### config.mk
export PLATFORM = sky130hd
export DESIGN_NAME = cc_miss_hit_sequencer_flat
export DESIGN_NICKNAME = d
export VERILOG_FILES = /design/src/rtl/cc_miss_hit_sequencer_pkg.sv /design/src/rtl/cc_miss_hit_sequencer_if.sv /design/src/rtl/cc_miss_hit_sequencer.sv /design/src/flat_wrapper.sv
export SDC_FILE = /design/constraint.sdc
export NUM_CORES = 1
export LEC_CHECK = 0
export ABC_AREA = 1
export CORE_AREA = 2 2 433 435
export CTS_BUF_LIST = sky130_fd_sc_hd__clkbuf_8 sky130_fd_sc_hd__clkbuf_16
export DETAILED_ROUTE_END_ITERATION = 16
export DIE_AREA = 0 0 435 437
export DONT_BUFFER_PORTS = 1
export GPL_TIMING_DRIVEN = 0
export PLACE_DENSITY_LB_ADDON = 0.15
export RECOVER_POWER = 25
export SYNTH_ARGS = -nofsm -noshare
export SYNTH_HDL_FRONTEND = slang
export SYNTH_SLANG_ARGS = --single-unit
### constraint.sdc
create_clock -name clk -period 1.55 [get_ports clk]
set_input_delay 0.31 -clock clk [delete_from_list [all_inputs] [get_ports clk]]
set_output_delay 0.31 -clock clk [all_outputs]
set_load 0.1 [all_outputs]
### src/rtl/cc_miss_hit_sequencer_pkg.sv
// Shared types and constants for the miss/hit sequencer.
//   cc_state_e      : sequencer FSM states
//   CC_ARLEN/SIZE   : fixed AXI burst shape for a line fill (8 beats of 8 bytes)
//   CC_ARBURST_WRAP : wrapping burst so the critical word returns first
//   CC_HDATA_W      : width of the hit payload {offset, line}
package cc_miss_hit_sequencer_pkg;

   typedef enum logic [0:0] {
      S_IDLE = 1'b0,
      S_AR   = 1'b1
   } cc_state_e;

   localparam logic [3:0] CC_ARLEN        = 4'd7;
   localparam logic [2:0] CC_ARSIZE       = 3'd3;
   localparam logic [1:0] CC_ARBURST_WRAP = 2'b10;

   localparam int unsigned CC_LINE_W   = 512;
   localparam int unsigned CC_OFFSET_W = 6;
   localparam int unsigned CC_HDATA_W  = CC_LINE_W + CC_OFFSET_W;

endpackage

### src/rtl/cc_miss_hit_sequencer_if.sv
// Bus bundle around the miss/hit sequencer.
//   lookup_*        : lookup result from the tag stage (valid/ready)
//   hit_flag_fifo_* : flag FIFO write port (1=hit, 0=miss)
//   hit_data_fifo_* : hit data FIFO write port ({offset, line})
//   mem_ar*         : AXI read address channel towards memory
//   mem_r*          : snooped R channel handshake, used only to count completions
//   busy_o          : sequencer has work in flight
// The slave modport is the sequencer's view; master is the surrounding environment.
interface cc_miss_hit_sequencer_if
   import cc_miss_hit_sequencer_pkg::*;
#(
   parameter int unsigned ADDR_W  = 32,
   parameter int unsigned HDATA_W = CC_HDATA_W
);

   logic               lookup_valid_i;
   logic               lookup_ready_o;
   logic               lookup_hit_i;
   logic [ADDR_W-1:0]  lookup_addr_i;
   logic [HDATA_W-1:0] lookup_hdata_i;

   logic               hit_flag_fifo_afull_i;
   logic               hit_flag_fifo_wren_o;
   logic               hit_flag_fifo_wdata_o;

   logic               hit_data_fifo_afull_i;
   logic               hit_data_fifo_wren_o;
   logic [HDATA_W-1:0] hit_data_fifo_wdata_o;

   logic [ADDR_W-1:0]  mem_araddr_o;
   logic [3:0]         mem_arlen_o;
   logic [2:0]         mem_arsize_o;
   logic [1:0]         mem_arburst_o;
   logic               mem_arvalid_o;
   logic               mem_arready_i;

   logic               mem_rvalid_i;
   logic               mem_rready_i;
   logic               mem_rlast_i;

   logic               busy_o;

   modport slave (
      input  lookup_valid_i, lookup_hit_i, lookup_addr_i, lookup_hdata_i,
      output lookup_ready_o,
      input  hit_flag_fifo_afull_i,
      output hit_flag_fifo_wren_o, hit_flag_fifo_wdata_o,
      input  hit_data_fifo_afull_i,
      output hit_data_fifo_wren_o, hit_data_fifo_wdata_o,
      output mem_araddr_o, mem_arlen_o, mem_arsize_o, mem_arburst_o, mem_arvalid_o,
      input  mem_arready_i,
      input  mem_rvalid_i, mem_rready_i, mem_rlast_i,
      output busy_o
   );

   modport master (
      output lookup_valid_i, lookup_hit_i, lookup_addr_i, lookup_hdata_i,
      input  lookup_ready_o,
      output hit_flag_fifo_afull_i,
      input  hit_flag_fifo_wren_o, hit_flag_fifo_wdata_o,
      output hit_data_fifo_afull_i,
      input  hit_data_fifo_wren_o, hit_data_fifo_wdata_o,
      input  mem_araddr_o, mem_arlen_o, mem_arsize_o, mem_arburst_o, mem_arvalid_o,
      output mem_arready_i,
      output mem_rvalid_i, mem_rready_i, mem_rlast_i,
      input  busy_o
   );

endinterface

### src/rtl/cc_miss_hit_sequencer.sv
// Miss/hit sequencer: routes lookup results into the reorder FIFOs and the memory AR
// channel while keeping program order.
//   clk   : clock
//   rst_n : asynchronous active-low reset
//   bus   : lookup input, flag/data FIFO write ports, AR channel, snooped R handshake, busy
// A hit writes flag=1 plus its data in the accept cycle. A miss writes flag=0 in the
// accept cycle and issues one wrapping 8-beat read burst from the following cycle.
// Flags are written in accept order; AXI returns R bursts in order, so the reorder
// unit can pair each flag=0 with the next returning burst.
module cc_miss_hit_sequencer
   import cc_miss_hit_sequencer_pkg::*;
#(
   parameter int unsigned ADDR_W   = 32,
   parameter int unsigned HDATA_W  = CC_HDATA_W,
   parameter int unsigned MAX_OUTS = 2
) (
   input  logic                     clk,
   input  logic                     rst_n,
   cc_miss_hit_sequencer_if.slave   bus
);

   localparam int unsigned OutsW = $clog2(MAX_OUTS + 1);

   cc_state_e          r_state;
   cc_state_e          w_state_d;
   logic [ADDR_W-1:0]  r_araddr;
   logic [OutsW-1:0]   r_outs_cnt;
   logic [OutsW-1:0]   w_outs_cnt_d;

   logic               w_outs_full;
   logic               w_ready;
   logic               w_accept;
   logic               w_hit_acc;
   logic               w_miss_acc;
   logic               w_r_done;
   logic               w_inc;
   logic               w_dec;
   logic [HDATA_W-1:0] w_hdata;

   assign w_outs_full = (r_outs_cnt >= OutsW'(MAX_OUTS));
   assign w_hdata     = bus.lookup_hdata_i;

   // Gated by rst_n so ready and the FIFO writes are held low while reset is asserted.
   always_comb begin
      w_ready = 1'b0;
      if (rst_n && (r_state == S_IDLE) && !bus.hit_flag_fifo_afull_i) begin
         w_ready = bus.lookup_hit_i ? !bus.hit_data_fifo_afull_i : !w_outs_full;
      end
   end

   assign w_accept   = bus.lookup_valid_i & w_ready;
   assign w_hit_acc  = w_accept & bus.lookup_hit_i;
   assign w_miss_acc = w_accept & ~bus.lookup_hit_i;

   // A completion with nothing outstanding is a protocol error; ignore it so the
   // counter cannot wrap.
   assign w_r_done = bus.mem_rvalid_i & bus.mem_rready_i & bus.mem_rlast_i;
   assign w_inc    = w_miss_acc;
   assign w_dec    = w_r_done & (r_outs_cnt != '0);

   // FSM next state
   always_comb begin
      w_state_d = r_state;
      unique case (r_state)
         S_IDLE: if (w_miss_acc)        w_state_d = S_AR;
         S_AR:   if (bus.mem_arready_i) w_state_d = S_IDLE;
         default:                       w_state_d = S_IDLE;
      endcase
   end

   always_comb begin
      w_outs_cnt_d = r_outs_cnt;
      unique case ({w_inc, w_dec})
         2'b10:   w_outs_cnt_d = r_outs_cnt + OutsW'(1);
         2'b01:   w_outs_cnt_d = r_outs_cnt - OutsW'(1);
         default: w_outs_cnt_d = r_outs_cnt;
      endcase
   end

   always_ff @(posedge clk or negedge rst_n) begin
      if (!rst_n) begin
         r_state    <= S_IDLE;
         r_outs_cnt <= '0;
      end else begin
         r_state    <= w_state_d;
         r_outs_cnt <= w_outs_cnt_d;
      end
   end

   // Address only loads on a miss accept, which cannot happen in S_AR, so it holds
   // steady until the AR handshake.
   always_ff @(posedge clk or negedge rst_n) begin
      if (!rst_n) begin
         r_araddr <= '0;
      end else if (w_miss_acc) begin
         r_araddr <= {bus.lookup_addr_i[ADDR_W-1:3], 3'b000};
      end
   end

   assign bus.lookup_ready_o        = w_ready;
   assign bus.hit_flag_fifo_wren_o  = w_accept;
   assign bus.hit_flag_fifo_wdata_o = bus.lookup_hit_i;
   assign bus.hit_data_fifo_wren_o  = w_hit_acc;
   assign bus.hit_data_fifo_wdata_o = w_hdata;

   assign bus.mem_araddr_o  = r_araddr;
   assign bus.mem_arlen_o   = CC_ARLEN;
   assign bus.mem_arsize_o  = CC_ARSIZE;
   assign bus.mem_arburst_o = CC_ARBURST_WRAP;
   assign bus.mem_arvalid_o = (r_state == S_AR);

   assign bus.busy_o = (r_state != S_IDLE) || (r_outs_cnt != '0);

endmodule

### src/flat_wrapper.sv
// flat-port wrapper written by rule: the top's interface ports become plain ports
module cc_miss_hit_sequencer_flat import cc_miss_hit_sequencer_pkg::*;
#(
   parameter int unsigned ADDR_W   = 32,
   parameter int unsigned HDATA_W  = CC_HDATA_W,
   parameter int unsigned MAX_OUTS = 2
)
  (clk, rst_n, bus_lookup_valid_i, bus_lookup_hit_i, bus_lookup_addr_i, bus_lookup_hdata_i, bus_lookup_ready_o, bus_hit_flag_fifo_afull_i, bus_hit_flag_fifo_wren_o, bus_hit_flag_fifo_wdata_o, bus_hit_data_fifo_afull_i, bus_hit_data_fifo_wren_o, bus_hit_data_fifo_wdata_o, bus_mem_araddr_o, bus_mem_arlen_o, bus_mem_arsize_o, bus_mem_arburst_o, bus_mem_arvalid_o, bus_mem_arready_i, bus_mem_rvalid_i, bus_mem_rready_i, bus_mem_rlast_i, bus_busy_o);
  cc_miss_hit_sequencer_if #(.ADDR_W(ADDR_W), .HDATA_W(HDATA_W)) bus_i ();
  input  logic clk;
  input  logic rst_n;
  input wire logic [$bits(bus_i.lookup_valid_i)-1:0] bus_lookup_valid_i;
  input wire logic [$bits(bus_i.lookup_hit_i)-1:0] bus_lookup_hit_i;
  input wire logic [$bits(bus_i.lookup_addr_i)-1:0] bus_lookup_addr_i;
  input wire logic [$bits(bus_i.lookup_hdata_i)-1:0] bus_lookup_hdata_i;
  output wire logic [$bits(bus_i.lookup_ready_o)-1:0] bus_lookup_ready_o;
  input wire logic [$bits(bus_i.hit_flag_fifo_afull_i)-1:0] bus_hit_flag_fifo_afull_i;
  output wire logic [$bits(bus_i.hit_flag_fifo_wren_o)-1:0] bus_hit_flag_fifo_wren_o;
  output wire logic [$bits(bus_i.hit_flag_fifo_wdata_o)-1:0] bus_hit_flag_fifo_wdata_o;
  input wire logic [$bits(bus_i.hit_data_fifo_afull_i)-1:0] bus_hit_data_fifo_afull_i;
  output wire logic [$bits(bus_i.hit_data_fifo_wren_o)-1:0] bus_hit_data_fifo_wren_o;
  output wire logic [$bits(bus_i.hit_data_fifo_wdata_o)-1:0] bus_hit_data_fifo_wdata_o;
  output wire logic [$bits(bus_i.mem_araddr_o)-1:0] bus_mem_araddr_o;
  output wire logic [$bits(bus_i.mem_arlen_o)-1:0] bus_mem_arlen_o;
  output wire logic [$bits(bus_i.mem_arsize_o)-1:0] bus_mem_arsize_o;
  output wire logic [$bits(bus_i.mem_arburst_o)-1:0] bus_mem_arburst_o;
  output wire logic [$bits(bus_i.mem_arvalid_o)-1:0] bus_mem_arvalid_o;
  input wire logic [$bits(bus_i.mem_arready_i)-1:0] bus_mem_arready_i;
  input wire logic [$bits(bus_i.mem_rvalid_i)-1:0] bus_mem_rvalid_i;
  input wire logic [$bits(bus_i.mem_rready_i)-1:0] bus_mem_rready_i;
  input wire logic [$bits(bus_i.mem_rlast_i)-1:0] bus_mem_rlast_i;
  output wire logic [$bits(bus_i.busy_o)-1:0] bus_busy_o;
  assign bus_i.lookup_valid_i = bus_lookup_valid_i;
  assign bus_i.lookup_hit_i = bus_lookup_hit_i;
  assign bus_i.lookup_addr_i = bus_lookup_addr_i;
  assign bus_i.lookup_hdata_i = bus_lookup_hdata_i;
  assign bus_lookup_ready_o = bus_i.lookup_ready_o;
  assign bus_i.hit_flag_fifo_afull_i = bus_hit_flag_fifo_afull_i;
  assign bus_hit_flag_fifo_wren_o = bus_i.hit_flag_fifo_wren_o;
  assign bus_hit_flag_fifo_wdata_o = bus_i.hit_flag_fifo_wdata_o;
  assign bus_i.hit_data_fifo_afull_i = bus_hit_data_fifo_afull_i;
  assign bus_hit_data_fifo_wren_o = bus_i.hit_data_fifo_wren_o;
  assign bus_hit_data_fifo_wdata_o = bus_i.hit_data_fifo_wdata_o;
  assign bus_mem_araddr_o = bus_i.mem_araddr_o;
  assign bus_mem_arlen_o = bus_i.mem_arlen_o;
  assign bus_mem_arsize_o = bus_i.mem_arsize_o;
  assign bus_mem_arburst_o = bus_i.mem_arburst_o;
  assign bus_mem_arvalid_o = bus_i.mem_arvalid_o;
  assign bus_i.mem_arready_i = bus_mem_arready_i;
  assign bus_i.mem_rvalid_i = bus_mem_rvalid_i;
  assign bus_i.mem_rready_i = bus_mem_rready_i;
  assign bus_i.mem_rlast_i = bus_mem_rlast_i;
  assign bus_busy_o = bus_i.busy_o;
  cc_miss_hit_sequencer #(.ADDR_W(ADDR_W), .HDATA_W(HDATA_W), .MAX_OUTS(MAX_OUTS)) u_core (.clk(clk), .rst_n(rst_n), .bus(bus_i));
endmodule
==> reports/results.ini <==
[floorplanning]
fp.dieArea_um2=190000
fp.dieH_um=437
die_w_um=435
start_util=0.0292
io_pins=1125
rows=158
design.core.area_um2=185000

[grt]
grt_pass1_wl_mm=80.7
gr-total-overflow=0
grt_pass1_vias=3985
grt.total_usage=0.0725
grt_max_degree=33
grt_antenna_before_repair=127

[pwr]
irDropWorstVdd_mv=0.392
fin_total_pwr_mw=12.6
powerDensity_nw_per_um2=1390
p_leak_nw=3.51

[drt]
first_pass_iters=4
post_drt_wl_per_cell_um=23.0
vias=4643
drc=0
viasPerCell=1.44
drt_iter0_markers=289
wirelength_mm=74.2
postRouteAntennaNets=0

[timing]
slew_headroom=0.362
final_hold_viol_count=0
worstMarginPinSlew_ps=957
min_period_ps=2390
finalCritPeriodShare=1.54
fmax_mhz=418
setup_tns_ps=-19490
finalClockSkew_ps=26.9
setup_ws_ps=-841
setup_viol=36
slew_viol_final=0
rsz0062_at_grt=yes
hold-worst-slack_ps=20.8

[setup_path]
cp_common_cell=nor2_4
path_class=reg -> out
reg2reg_to=u_core.r_outs_cnt[1]
worst-r2r-setup-slack_ps=-690
reg2reg_depth=12
worst_path_max_delay_cell=dfrtp_4
cpPeakStageDelay_ps=650
cp-end-kind=output port
worst_ep_arrival_time_ps=2080
crit_chain=nor2_1 > nand2_1 > nor2_4 > buf_12 > nand2_8 > nor2_4
critPathRequiredTime_ps=1240
cp-start-kind=flop
path_max_fanout=3
r2r_start=u_core.bus.mem_arvalid_o

[final_layout]
final_common_cell=buf_4
final_core_util=0.0490
layout_common_cells=buf_4 (423), clkbuf_2 (113), nand2_1 (54)
drive_gt1_frac=0.847
area_growth_pct=67.8
layout.nets=1287
final_cell_count_no_fill=3235
final_cell_area_um2=9060

[min_path]
holdCritPathClass=in -> reg
hold_end=u_core.bus.mem_arvalid_o
hp-start=bus_mem_arready_i
min_path_cells=1

[synth]
synth_area_leaders=buf_4 (74%), dfrtp_1 (15%), nand2_1 (4.4%)
synth_seq_cells=32
synth_top_cell_area_share=0.742
synth_cell_type_count=17
netlist_instances=686
syn_area_per_cell_um2=7.87
yosysTopAreaCell=buf_4
yosysSeqAreaShare=0.148
netlist_area_um2=5400
ys_warn_count=0

[placement]
io_buffer_count=0
dp_hpwl_mm=69.9
placed_cells=3176
placed_cell_area_um2=8590
gp_congestion=1.05
dp_slack_ps=-1200

[clocking]
clk_pin_slew_ps=90
cts.sinks=32
cts_tree=yes
cts_inserted_buffers=5
clock_latency_ps=340
cts_buffer_depth=2
htreeDepth=2
root_buffer=clkbuf_16

[status]
outcome=finished, violations left
failed_checks=negative setup slack

[flow_run]
maxCapViolCount=0

worst max-delay path: cells and delay by family, from the launching register on:
family | cells | cell delay (ps)
buf+inv | 1 | 140
flops | 1 | 650
simple gates | 5 | 920
synth_stat cells, drive strengths merged:
master / n
a21oi: 1
buf: 537
clkbuf: 6
conb: 2
dfrtp: 32
ha: 1
inv: 3
nand2: 64
nand3: 2
nand4: 29
nor2: 5
o21ai: 2
xnor2: 2
kinds of logic (layout without fill, tap and decap cells):
logic type,after synthesis,after routing,synth area share
AND/OR/NAND/NOR,100,100,0.0871
adder cells (fa/ha/maj),1,1,0.00232
XOR/XNOR,2,2,0.00324
other,2,40,0.00139
flip-flops,32,32,0.148
AO/OA/AOI/OAI,3,3,0.00278
buffers and inverters,546,577,0.755
layout make-up:
cell class / count / area (um2)
Fill cell: 22100 / 176000
Buffer: 541 / 3810
Tap cell: 2480 / 3100
Sequential cell: 32 / 858
Multi-Input combinational cell: 118 / 657
Timing Repair Buffer: 25 / 403
Clock buffer: 5 / 125
Antenna cell: 28 / 70.1
Clock inverter: 3 / 18.8
Inverter: 3 / 15.0
timing repair:
item | in CTS | in global routing
pin swaps | 8 | 25
resized for setup | 54 | 29
setup buffers | 15 | 10
hold endpoints to repair | 32 | 0
setup endpoints to repair | 65 | 36
hold buffers | 2 | 0
cloned | 2 | 4
registers in the layout, indices dropped and copies added (netlist names):
name / flops
u_core.r_outs_cnt: 2
u_core.bus.mem_arvalid_o: 1
u_core.bus.mem_araddr_o: 29
report_power, final:
group	switching (mW)	total, mW	leakage, nW	internal (mW)
clock network	0.609	1.21	0.0737	0.599
logic	6.45	7.61	3.07	1.16
registers	2.62	3.77	0.365	1.14
worst max path at each step:
| stage | from | end | slack [ps] | depth (start not counted) |
|---|---|---|---|---|
| floorplan | u_core.bus.mem_arvalid_o | bus_hit_data_fifo_wren_o | -340 | 5 |
| global placement | u_core.bus.mem_arvalid_o | u_core.bus.mem_araddr_o[7] | -1190 | 6 |
| detailed placement | u_core.bus.mem_arvalid_o | u_core.bus.mem_araddr_o[7] | -1200 | 6 |
| CTS | u_core.bus.mem_arvalid_o | bus_hit_data_fifo_wren_o | -930 | 6 |
| global route | u_core.bus.mem_arvalid_o | bus_hit_data_fifo_wren_o | -920 | 6 |
| finish | u_core.bus.mem_arvalid_o | bus_hit_data_fifo_wren_o | -840 | 6 |
per-layer routing:
layer | GRT usage | vias to the layer above | part of all wire
met5 | 0 | - | 0.0095
met4 | 0.0120 | 112 | 0.015
met3 | 0.0634 | 156 | 0.19
met2 | 0.106 | 592 | 0.43
met1 | 0.0796 | 2082 | 0.36
li1 | - | 1701 | -
(Power assumes the default switching activity.)
